<file path="config.mk">
export PLATFORM = sky130hd
export DESIGN_NAME = exp2_pipe
export DESIGN_NICKNAME = d
export VERILOG_FILES = /design/src/rtl/exp2_pipe.sv
export SDC_FILE = /design/constraint.sdc
export NUM_CORES = 1
export LEC_CHECK = 0
export CORE_MARGIN = 1
export CORE_UTILIZATION = 30
export DETAILED_ROUTE_END_ITERATION = 12
export GPL_TIMING_DRIVEN = 0
export PLACE_DENSITY_LB_ADDON = 0.12
export SLEW_MARGIN = 20
export SYNTH_ARGS = -nofsm -noshare
export SYNTH_HDL_FRONTEND = slang
export SYNTH_SLANG_ARGS = --single-unit
</file>
<file path="constraint.sdc">
create_clock -name clk -period 10.27 [get_ports clk]
set_clock_uncertainty 0.15 [all_clocks]
set_input_delay 1.5405 -clock clk [delete_from_list [all_inputs] [get_ports clk]]
set_output_delay 1.5405 -clock clk [all_outputs]
set_load 0.005 [all_outputs]
</file>
<file path="src/rtl/exp2_pipe.sv">
// exp2_pipe: three-stage streaming approximation of 2^x for signed fixed-point x.
// S1 splits x into integer part u and fraction v, S2 forms the mantissa
// 1+v (optionally with a quadratic correction), S3 shifts by u and saturates.
module exp2_pipe #(
  parameter int FIX_POINT_WIDTH = 16,
  parameter int Bf              = 8,
  parameter int ENABLE_CORR     = 1
) (
  input  logic                       clk,
  input  logic                       rst_n,
  input  logic                       in_valid,
  output logic                       in_ready,
  input  logic [FIX_POINT_WIDTH-1:0] in_data,
  output logic                       out_valid,
  input  logic                       out_ready,
  output logic [FIX_POINT_WIDTH-1:0] out_data,
  output logic                       out_sat
);

  localparam int W  = FIX_POINT_WIDTH;
  localparam int UW = W - Bf;   // integer-part width
  localparam int MW = Bf + 1;   // mantissa width

  logic en;

  // S1 registers
  logic                 s1_valid;
  logic signed [UW-1:0] s1_u;
  logic [Bf-1:0]        s1_v;

  // S2 registers
  logic                 s2_valid;
  logic signed [UW-1:0] s2_u;
  logic [MW-1:0]        s2_m;

  // S2 combinational terms
  logic [Bf:0]          v_comp;
  logic [2*Bf:0]        prod;
  logic [Bf-1:0]        p;
  logic [Bf-1:0]        corr;
  logic [MW-1:0]        m_next;

  // S3 combinational terms
  logic [UW:0]          mag;
  logic [2*W-1:0]       r_full;
  logic [W-1:0]         res;
  logic                 res_sat;

  // Whole pipeline advances together whenever the output slot is free or drained.
  assign en       = ~out_valid | out_ready;
  assign in_ready = en;

  // Mantissa: 1+v, minus a scaled v*(1-v) term that bends the linear chord toward 2^v.
  always_comb begin
    v_comp = {1'b1, {Bf{1'b0}}} - {1'b0, s1_v};
    prod   = {{(Bf + 1){1'b0}}, s1_v} * {{Bf{1'b0}}, v_comp};
    // v*(2^Bf - v) < 2^(2Bf-1), so the shifted product always fits in Bf bits.
    p      = Bf'(prod >> Bf);
    corr   = (p >> 2) + (p >> 4) + (p >> 5);
    if (ENABLE_CORR != 0)
      m_next = {1'b1, s1_v} - {1'b0, corr};
    else
      m_next = {1'b1, s1_v};
  end

  // Scale the mantissa by 2^u; positive shifts saturate, negative shifts truncate.
  always_comb begin
    mag     = '0;
    r_full  = '0;
    res     = '0;
    res_sat = 1'b0;
    if (!s2_u[UW-1]) begin
      // m >= 2^Bf, so any u >= W-Bf already overflows; clamping at W keeps r_full finite.
      if (int'(s2_u) >= W) begin
        res     = '1;
        res_sat = 1'b1;
      end else begin
        r_full = (2 * W)'(s2_m) << s2_u;
        if (|r_full[2*W-1:W]) begin
          res     = '1;
          res_sat = 1'b1;
        end else begin
          res = r_full[W-1:0];
        end
      end
    end else begin
      // One extra bit so the most negative u negates without overflow.
      mag = -{s2_u[UW-1], s2_u};
      if (int'(mag) >= Bf + 1)
        res = '0;
      else
        res = W'(s2_m) >> mag;
    end
  end

  // Stage valid bits and output registers, cleared by reset.
  always_ff @(posedge clk or negedge rst_n) begin
    if (!rst_n) begin
      s1_valid  <= 1'b0;
      s2_valid  <= 1'b0;
      out_valid <= 1'b0;
      out_data  <= '0;
      out_sat   <= 1'b0;
    end else if (en) begin
      s1_valid  <= in_valid;
      s2_valid  <= s1_valid;
      out_valid <= s2_valid;
      out_data  <= res;
      out_sat   <= res_sat;
    end
  end

  // Internal data registers move with the valids and need no reset.
  always_ff @(posedge clk) begin
    if (en) begin
      s1_u <= in_data[W-1:Bf];
      s1_v <= in_data[Bf-1:0];
      s2_u <= s1_u;
      s2_m <= m_next;
    end
  end

endmodule

</file>
==> run metrics <==
Final Cycle Share 89.1%; top cells by count, synth 71 x inv_1, 54 x ha_1, 49 x nor2_1; setup bufs post-CTS 0; Core Area 0.0172 mm^2; Antenna Nets Post-Route 0; actual slew at the worst max-slew pin 0.942 ns; Hold Path Origin s1_u[0]; number of synthesized flops with an enable pin 33; CTS resizes 0; drt wl/cell 15.6 um; area delta synth->final 16.3%; Post-DP HPWL 10300 um; cells after synthesis 539; global route total overflow 0; worst reg-to-reg setup slack 1.11 ns; Crit. End Element flop; WP data arrival 9.05 ns; status finished, violations left; max_slew headroom 37.0%; initial antenna violation count 0; Critical Path Source Type flop; Root Driver clkbuf_16; clk sinks 53; Max H-tree Level 2; total routed wirelength 12700 um; failing checks design-rule violations; Syn Std Cell Area 0.00525 mm^2; critical path's slowest cell a2111oi_0; Tmin final 9.16 ns; final net count 709; top cell type's share of synthesized area 18.9%; Max Cap Viol 0; Hold Path Class reg -> reg; CTS tree done; Max Clk Rate 109 MHz; Cell variety after synth 64; first-pass GRT wire length 21300 um; global-route usage over all layers 15.2%; worst skew pair latency 0.30 ns; chip height 134 um; largest area contributor in the netlist edfxtp_1; crit-path most repeated cell fa_1; async set-reset flop share out of synthesis 37.7%; sequential fraction of the synthesis area 28.4%; via count 3935; # IOs 39; clk buf depth 2; max incr delay on CP 0.79 ns; source of the critical timing path s1_v[0]; most common cell in the netlist inv_1; Die Footprint 0.0180 mm^2; Clock Pin Slew Worst Setup and Hold Paths 0.07 ns; total CTS buffers 5; worst reg2reg path startpoint s1_v[0]; total negative setup slack 0 ns; kind of critical path reg -> reg; YS warnings 0; n_diodes 0; maximum number of pins on one net before global-route repair 21; DR iter-0 viols 225; critical path peak fanout 11; max-slew violation count 0; gp weighted congestion 0.799; most common flop cell mapped by yosys edfxtp_1; unrepaired setup endpoints after global routing no; Fin. Hold Viols 0; register bit total from synthesis 53; top cells by area, synth edfxtp_1 19%, fa_1 18%, ha_1 13%, dfrtp_1 9.5%, inv_1 5.1%; DR vias/cell 4.83; Initial Util 30.6%; setup violators final 0; Synth Area per Inst 9.75 um^2; Worst EP required 10.17 ns; # rows 48; layout cells sized above 1 4.75%; port buffer count 38; vias in the first global route 4026; Post-route DRC 1; CTS hold repair buffers 0; Die X 134 um; DR pass1 iterations 9
## per-stage QoR
stage / cell area [um^2] / hold WS [ns] / cells / setup slack, ns / utilization (%)
final: 6110 / 0.276 / 815 / 1.11 / 35.6
after global routing: 6110 / 0.290 / 815 / 0.468 / 35.6
after CTS: 6110 / 0.279 / 815 / 1.06 / 35.6
after detailed placement: 5960 / 0.257 / 807 / 1.12 / 34.7
after global placement: 5930 / 0.255 / 806 / 1.14 / 34.5
after floorplan: 5270 / 0.250 / 543 / 2.33 / -
## worst max-delay path, delay by kind of cell (launching register included)
kind	cells	cell delay, ns
simple gates	4	0.58
xor+xnor	1	0.21
fa+ha+maj	11	4.64
flops	1	0.57
buf+inv	5	0.67
compound gates	9	2.10
## sequential cells by signal, indices dropped and copies added, names as in the netlist
register,count
s1_u,8
s2_u,8
out_valid,1
s2_valid,1
s2_m,9
out_sat,1
s1_v,8
out_data,16
s1_valid,1
## metal layers
layer	share of wire, %	global-route usage (%)	vias to the layer above
met2	44	23.5	77
li1	-	-	1919
met5	0	0	-
met1	51	22.0	1930
met3	3.9	2.57	9
met4	1.3	3.93	0
## path summary, 6_finish.rpt
check,to,cells past startpoint
min in group asynchronous,out_sat,1
worst max-delay path,s2_m[8],30
worst max register to register,s2_m[8],30
max in group asynchronous,out_valid,1
worst min register to register,s2_u[0],0
worst min-delay path,s2_u[0],0
## logic make-up (layout without fill, tap and decap cells)
group                      Yosys count  in the layout  share of synthesized area (%)
adders and majority gates          100            100                           30.4
and+or+nand+nor                    177            177                           17.0
AOI/OAI and AO/OA                   87             87                           11.6
buffers and inverters               89            136                           6.79
muxes                                8              8                           1.76
DFF                                 53             53                           28.4
xor gates and xnor gates            23             23                           3.98
other                                2              6                          0.143
## final cells by class
cell class	instances	area, um^2
inverter	74	278
timing repair buffer	39	408
fill	1794	11100
clock inverter	2	13.8
multi-input combinational	401	3420
tap	225	282
sequential	53	1490
buffer	15	78.8
clock buffer	6	139
## cell usage in the layout, fill, tap and decap left out, types with 4 or more instances in the layout
master,n
nor3_1,8
nor2b_1,16
o21ai_1,5
conb_1,6
a21oi_1,28
clkdlybuf4s50_1,38
a22oi_1,6
xnor2_1,14
nand2b_1,13
inv_1,70
edfxtp_1,33
xor2_1,8
nand3_1,11
nand2_1,44
o21ai_0,9
clkbuf_1,9
dfrtp_1,20
fa_1,46
nor2_1,49
a21o_1,6
o211ai_1,5
nand4_1,5
clkbuf_16,5
mux2i_1,7
and2_1,9
ha_1,54
a222oi_1,4
o2111ai_1,4
Power is left out: the tool's default activity adds up to more than one toggle a clock period on the data nets, which glitch-free logic cannot reach.
